`src/rtl/issue_queue.sv`:
```
// issue_queue -- bundle FIFO between the dual-issue scheduler and decode/issue.
//
// Each entry holds a 128-bit bundle {instr_b, pc_b, instr_a, pc_a} plus a
// dual flag marking slot b as valid. The oldest bundle is presented with
// first-word fall-through on a valid/ready handshake.
//
// Ports:
//   clk, rst_n        clock, asynchronous active-low reset
//   instr1, instr2    scheduler bundles (only instr2[63:0] is used)
//   write1            push instr1 as one bundle (dual if instr_b != 0)
//   write2            push instr1[63:0] then instr2[63:0] as two bundles
//   flush             discard all contents (wins over push/pop)
//   issue_ready       downstream accepts the head bundle
//   issue_valid/data/dual  head bundle and its slot-b flag (0 when empty)
//   fetch_stall       fewer than two free entries
//   overflow_err      sticky, a push was refused for lack of space
//
// Optional feature: define ISSUE_QUEUE_BYPASS_EN for a zero-latency bypass
// of the first incoming bundle when the queue is empty.
module issue_queue #(
  parameter int DEPTH = 8,
  parameter int AW    = $clog2(DEPTH)
) (
  input  logic         clk,
  input  logic         rst_n,
  input  logic [127:0] instr1,
  input  logic [127:0] instr2,
  input  logic         write1,
  input  logic         write2,
  input  logic         flush,
  input  logic         issue_ready,
  output logic         issue_valid,
  output logic [127:0] issue_data,
  output logic         issue_dual,
  output logic         fetch_stall,
  output logic         overflow_err
);
  localparam int PW = AW + 1;

  logic [128:0]  mem_q [DEPTH];
  logic [PW-1:0] wr_ptr_q, wr_ptr_d;
  logic [PW-1:0] rd_ptr_q, rd_ptr_d;
  logic          ovf_q, ovf_d;
  logic [PW-1:0] count;
  logic          q_valid;
  logic          pop;
  logic [1:0]    pushes;
  logic [PW:0]   free_after_pop;
  logic          space_ok;
  logic [128:0]  bun_a, bun_b, wr_data_a;
  logic          wr_en_a, wr_en_b;
  logic [AW-1:0] wr_idx_a, wr_idx_b, rd_idx;
  logic          byp_act, byp_take;
  logic          unused_instr2_hi;

  assign unused_instr2_hi = ^instr2[127:64];

  assign count   = wr_ptr_q - rd_ptr_q;
  assign q_valid = (count != '0);
  assign pop     = q_valid & issue_ready;
  assign pushes  = write2 ? 2'd2 : (write1 ? 2'd1 : 2'd0);
  assign rd_idx  = rd_ptr_q[AW-1:0];
  assign wr_idx_a = wr_ptr_q[AW-1:0];
  assign wr_idx_b = wr_idx_a + 1'b1;  // wraps to index 0 naturally

  // Space is judged after this cycle's pop so a full queue can push while popping.
  assign free_after_pop = (PW+1)'(DEPTH) - {1'b0, count} + (PW+1)'(pop);
  assign space_ok       = (free_after_pop >= (PW+1)'(pushes));

  // First incoming bundle; a write1 with empty slot b stores its upper half as zero.
  always_comb begin
    if (write2)                  bun_a = {1'b0, 64'd0, instr1[63:0]};
    else if (|instr1[127:96])    bun_a = {1'b1, instr1};
    else                         bun_a = {1'b0, 64'd0, instr1[63:0]};
  end
  assign bun_b = {1'b0, 64'd0, instr2[63:0]};

`ifdef ISSUE_QUEUE_BYPASS_EN
  assign byp_act  = !q_valid && !flush && (pushes != 2'd0);
  assign byp_take = byp_act && issue_ready;
`else
  assign byp_act  = 1'b0;
  assign byp_take = 1'b0;
`endif

  always_comb begin
    wr_en_a   = 1'b0;
    wr_en_b   = 1'b0;
    wr_data_a = bun_a;
    wr_ptr_d  = wr_ptr_q;
    rd_ptr_d  = rd_ptr_q + PW'(pop);
    ovf_d     = ovf_q;
    if (flush) begin
      wr_ptr_d = '0;
      rd_ptr_d = '0;
    end else if (pushes != 2'd0) begin
      if (!space_ok) begin
        ovf_d = 1'b1;
      end else if (byp_take) begin
        // First bundle went straight out; only a write2 tail needs storing.
        if (write2) begin
          wr_en_a   = 1'b1;
          wr_data_a = bun_b;
          wr_ptr_d  = wr_ptr_q + PW'(1);
        end
      end else begin
        wr_en_a  = 1'b1;
        wr_en_b  = write2;
        wr_ptr_d = wr_ptr_q + PW'(pushes);
      end
    end
  end

  always_ff @(posedge clk or negedge rst_n) begin
    if (!rst_n) begin
      wr_ptr_q <= '0;
      rd_ptr_q <= '0;
      ovf_q    <= 1'b0;
    end else begin
      wr_ptr_q <= wr_ptr_d;
      rd_ptr_q <= rd_ptr_d;
      ovf_q    <= ovf_d;
    end
  end

  // Storage is deliberately not reset.
  always_ff @(posedge clk) begin
    if (wr_en_a) mem_q[wr_idx_a] <= wr_data_a;
    if (wr_en_b) mem_q[wr_idx_b] <= bun_b;
  end

  always_comb begin
    issue_valid = q_valid | byp_act;
    issue_data  = '0;
    issue_dual  = 1'b0;
    if (byp_act) begin
      issue_data = bun_a[127:0];
      issue_dual = bun_a[128];
    end else if (q_valid) begin
      issue_data = mem_q[rd_idx][127:0];
      issue_dual = mem_q[rd_idx][128];
    end
  end

  assign fetch_stall  = (PW'(DEPTH) - count) < PW'(2);
  assign overflow_err = ovf_q;

endmodule

```
`config.mk`:
```
export PLATFORM = sky130hd
export DESIGN_NAME = issue_queue
export DESIGN_NICKNAME = d
export VERILOG_FILES = /design/src/rtl/issue_queue.sv
export SDC_FILE = /design/constraint.sdc
export NUM_CORES = 2
export LEC_CHECK = 0
export CORE_UTILIZATION = 54
export CTS_BUF_LIST = sky130_fd_sc_hd__clkbuf_16
export DETAILED_ROUTE_END_ITERATION = 6
export GPL_ROUTABILITY_DRIVEN = 0
export PLACE_DENSITY = 0.74
export SKIP_LAST_GASP = 1
export SLEW_MARGIN = 20
export SYNTH_ARGS = -nofsm -noshare
export SYNTH_HDL_FRONTEND = slang
export SYNTH_SLANG_ARGS = --single-unit
```
`constraint.sdc`:
```
create_clock -name clk -period 6.66 [get_ports clk]
set_input_delay 1.332 -clock clk [delete_from_list [all_inputs] [get_ports clk]]
set_output_delay 1.332 -clock clk [all_outputs]
set_load 0.01 [all_outputs]
```
Yosys cells after proc, flatten, opt, wreduce, memory -nomap -nowiden
Memories as Yosys holds them, arrays and structs flattened.
Cells that the tools add are included.
Word-level totals
  register bits after elaboration: 9
  RAM bits: 1032
  input bits: 262
  output and inout bits: 132
  word-level logic and storage cells: 43
  memories kept: 1
Cells by class
  $add $sub $neg: 7
  order comparisons: 2
  multiplexer cells: 20
  bitwise logic cells: 3
  reductions and logical operators: 7
Memory list
  mem_q: depth 8, bits a word 129, rd ports 1, clocked after memory_dff 0, write ports 2, RTL line 40  | logic [128:0] mem_q [DEPTH];
Operators by type and width (number)
  $mux 129: 2
  $mux 128: 1
  $reduce_or 32->1: 1
  $mux 4: 4
  $mux 1: 12
  $reduce_bool 2->1: 3
  $add 5x1->5: 1
  $ge 5x2->1: 1
  $sub 4x4->5 const A: 1
  $add 4x1->4: 1
  $add 4x2->4: 1
  $lt 4x2->1 const B: 1
  $reduce_bool 4->1: 1
  $sub 4x4->4: 1
  $sub 4x4->4 const A: 1
  $add 3x1->3 const B: 1
  $reduce_and 3->1: 1
  $mux 2: 1
  $not 1->1: 2
  $reduce_and 2->1: 1
  $and 1x1->1: 1

Logic depth before layout (Yosys ltp)
  depth after elaboration: 10
  depth in mapped cells: 21

Worst setup path before layout
OpenSTA, ideal clock, no wires.
  path kind: register to register
  start: reg rd_ptr_q[1]
  end: mem mem_q[0][0], enable pin
  library setup time: 0.433 ns
  data arrival time: 6.041 ns
  data required time: 6.227 ns
  slack: 0.186 ns
  stages on the path, launching flop included: 22
  clock period less this slack: 6.474 ns
  path through: dfrtp_1 -> clkbuf_1 -> clkbuf_1 -> buf_1 -> inv_1 -> ha_1 -> and3b_1 -> o21ai_0 -> clkbuf_1 -> a21oi_1 -> inv_1 -> and2_1 -> xor2_1 -> ha_1 -> nand2b_1 -> a21o_1 -> clkbuf_1 -> nand3_1 -> nand3_1 -> buf_2 -> buf_2 -> nand2b_1
RTL lines
  from (decl): RTL line 42  | logic [PW-1:0] rd_ptr_q, rd_ptr_d;
  from (signal assigned): RTL line 121  | rd_ptr_q <= rd_ptr_d;
  to (decl): RTL line 40

Final worst setup path
  start: reg rd_ptr_q[1]
  end: out issue_data[32]
Between the ends
  longest elaborated chain between the ends: 3
  elaborated cells between the ends (all ways): 4
Ends and longest elaborated chain
  $sub 4x4->4: RTL line 58  | assign count = wr_ptr_q - rd_ptr_q;
  $reduce_bool 4->1: RTL line 59  | assign q_valid = (count != '0);
  $mux 128 *: RTL line 139  | end else if (q_valid) begin
  to (decl): RTL line 33  | output logic [127:0] issue_data,
Every way passes the cells marked *; elsewhere a longest branch is shown, timed or not.

==> impl_metrics.toml <==
[timing]
finalHoldViolations = 0
tns_ns = 0
period_share_pct = 89.6
setup_viol = 0
skew_ns = 0.0170
max_freq_mhz = 167
whs_ns = 0.474
final_max_slew_viol_count = 0
max_slew_margin_pct = 18.5
period_needed_ns = 5.97
rsz0062_at_grt = "no"
worstMarginPinSlew_ns = 1.22

[die]
die_x_um = 319
initial_core_util_pct = 54.8
die_area_sq_um = 102000
io-pin-count = 394
die_h_um = 319
fp-row-count = 115
core_area_sq_um = 99000

[worst_hold_path]
min_path_type = "register to register"

[worst_setup_path]
crit_slowest_cell = "buf_4"
cp_top_family = "buffers and inverters"
crit_top_cell = "buf_4"
critPathBufInv = 3
worst_path_largest_cell_delay_ns = 0.89
critPathMaxFanout = 59
worst_setup_path_start_kind = "register"
crit_type = "register to output pin"
crit_arrival_ns = 4.64
end_kind = "output pin"
worstPathRequired_ns = 5.33
crit_chain = "buf_4, buf_4, mux4_2, nand2_1, a21oi_1, clkdlybuf4s50_1"

[cells_and_area]
nFillCells = 7862
area_delta_synth_final_pct = 11.9
drive_above_1_share_pct = 12.0
nets = 4926

[clock_tree]
cts.clk_slew.worst_paths_ns = 0.06
cts_tree = "done"
cts_buffer_depth = 3
clock_latency_ns = 0.69
cts_sinks = 1041
cts_inserted_buffers = 107
cts_max_level = 3
ctsResizeCount = 0
holdBufCountCts = 0
root_buffer = "clkbuf_16"
cts_setup_buffers = 0

[pwr]
p_leak_nw = 23.3
power_mw = 29.0
peakVddDrop_mv = 0.770
power_density_nw_per_um2 = 478

[synth]
synth_ff_type = "dfxtp_1"
synthArstFlopShare_pct = 0.865
syn-num-nets = 5049
synth_cells = 4773
synth_edf_count = 512
synthAdderAreaFrac_pct = 0.351
synth.distinct_cells = 51
synth_top_family_by_area = "multiplexers"
synth_seq_cells = 1041
synthMuxAreaShare_pct = 20.3
avgSynthCellArea_sq_um = 11.4
synth_xor_area_share_pct = 0.129
syn_area_sq_um = 54300
ys_seq_area_share_pct = 47.9
synthSimpleGateAreaFrac_pct = 14.8
yosysWarnings = 0
synth_compound_area_share_pct = 10.4

[drt]
ant_nets = 0
num_vias = 43700
drtIter0Drc = 5131
drc = 0
vias_per_cell = 7.25
wl_um = 177000
post_drt_wl_per_cell_um = 29.4
drt_pre_antenna_iters = 5

[global_route]
grt_overflow = 0
grt_pass1_wl_um = 266000
grt_usage_pct = 34.0
grt_pass1_vias = 43800
grt_antenna_before_repair = 15
grt_max_degree = 173

[status]
status = "complete, no violations"

[job]
drv_cap = 0

[placed_design]
portBuffers = 329
post-dp-hpwl_um = 85700
worst register-to-register path: stages (launching register included):
cell	delay [ns]
dfrtp_4	0.86
clkinv_2	0.18
fa_1	0.67
ha_1	0.22
nand2_1	0.09
a21oi_4	0.15
inv_1	0.07
and2_1	0.19
xor2_1	0.15
ha_1	0.28
nand2b_1	0.13
a21o_1	0.17
buf_4	0.28
o311ai_4	0.40
buf_4	0.63
buf_4	0.81
mux2i_1	0.30
cell type report:
type / instances / area, sq um / area share [%]
Clock inverter: 88 / 756 / 1.25
Multi-Input combinational cell: 3070 / 25500 / 41.9
Timing Repair Buffer: 421 / 4080 / 6.72
Clock buffer: 109 / 2730 / 4.49
Sequential cell: 1041 / 26000 / 42.9
Inverter: 9 / 40.0 / 0.0660
Tap cell: 1287 / 1610 / 2.65
Antenna cell: 3 / 7.51 / 0.0124
worst paths after layout:
check	start	endpoint	slack [ns]	cells after the start
max in group asynchronous	rst_n	rd_ptr_q[2]	5.09	1
max	rd_ptr_q[1]	issue_data[32]	0.69	6
min	mem_q[3][127]	mem_q[3][127]	0.47	2
max reg2reg	wr_ptr_q[1]	mem_q[2][91]	0.98	16
min in group asynchronous	rst_n	overflow_err	1.05	1
min reg2reg	mem_q[3][127]	mem_q[3][127]	0.47	2
per-stage QoR:
step	util (%)	instances	worst slack, ns	area (sq um)
floorplan	-	4773	0.186	54300
global placement	57.8	5827	1.18	57200
detailed placement	57.8	5827	1.10	57200
CTS	61.3	6024	0.726	60700
global route	61.3	6028	0.592	60700
finish	61.3	6028	0.690	60700
synth_stat cells (all sizes together), types with 2 or more instances:
master | number | area [sq um]
xnor2 | 3 | 26.3
clkbuf | 362 | 1360
nor4 | 8 | 50.1
dfrtp | 9 | 225
nand2 | 457 | 1720
nor2b | 3 | 18.8
a2111oi | 4 | 35.0
mux2i | 520 | 5200
nand3 | 24 | 125
nor2 | 10 | 37.5
dfxtp | 520 | 10400
a21oi | 135 | 676
nor3 | 527 | 2640
o311ai | 5 | 78.8
o21ai | 6 | 30.0
o31ai | 6 | 128
or2 | 5 | 31.3
nand2b | 10 | 62.6
a211oi | 2 | 15.0
fa | 2 | 40.0
a21o | 4 | 30.0
a22o | 512 | 4480
edfxtp | 512 | 15400
o211a | 2 | 20.0
buf | 291 | 1910
mux4 | 258 | 5810
xor2 | 5 | 43.8
nand3b | 2 | 15.0
inv | 9 | 33.8
nand4 | 527 | 3300
ha | 12 | 150
and2 | 2 | 12.5
o41ai | 2 | 17.5
o2111ai | 8 | 70.1
layout by cell type (no fill, tap or decap), drive strengths merged, types with 2 or more instances in the layout:
cell / netlist / routed
a211oi: 2 / 2
clkinv: 0 / 52
bufinv: 0 / 13
o21ai: 6 / 6
clkbuf: 362 / 109
o41ai: 2 / 2
nor4: 8 / 8
mux2i: 520 / 520
inv: 9 / 30
xor2: 5 / 5
mux4: 258 / 258
nand2: 457 / 457
and2: 2 / 2
nor2b: 3 / 3
o211a: 2 / 2
dfxtp: 520 / 520
nand4: 527 / 527
a2111oi: 4 / 4
fa: 2 / 2
nor3: 527 / 527
nor2: 10 / 10
clkdlybuf4s50: 0 / 329
o31ai: 6 / 6
or2: 5 / 5
edfxtp: 512 / 512
diode: 0 / 3
a21oi: 135 / 135
a21o: 4 / 4
nand2b: 10 / 10
nand3b: 2 / 2
dfrtp: 9 / 9
o2111ai: 8 / 8
ha: 12 / 12
a22o: 512 / 512
o311ai: 5 / 5
xnor2: 3 / 3
clkinvlp: 0 / 2
nand3: 24 / 24
buf: 291 / 92
kinds of logic (layout without fill, tap and decap cells):
kind of cell	after synthesis	in the layout
other	0	3
and+or+nand+nor	1579	1579
buffers and inverters	662	627
adders and majority gates	14	14
DFF	1041	1041
xor gates and xnor gates	8	8
muxes	778	778
AOI/OAI and AO/OA	691	691
sequential cells by signal, summed over array words and instances, names as in the netlist:
signal / cells
rd_ptr_q: 4
wr_ptr_q: 4
overflow_err: 1
mem_q: 1032
report_power, final:
| group | internal (mW) | total [mW] | switching [mW] |
|---|---|---|---|
| logic | 4.81 | 13.3 | 8.46 |
| clock network | 3.46 | 6.05 | 2.59 |
| registers | 8.94 | 9.68 | 0.736 |
| total | 17.2 | 29.0 | 11.8 |
metal layers:
metal | part of all wire, % | GRT usage [%]
met5 | 0.13 | 0.662
met4 | 4.8 | 16.7
met3 | 11 | 7.42
met2 | 48 | 56.0
met1 | 36 | 42.3
(Power assumes the default switching activity.)
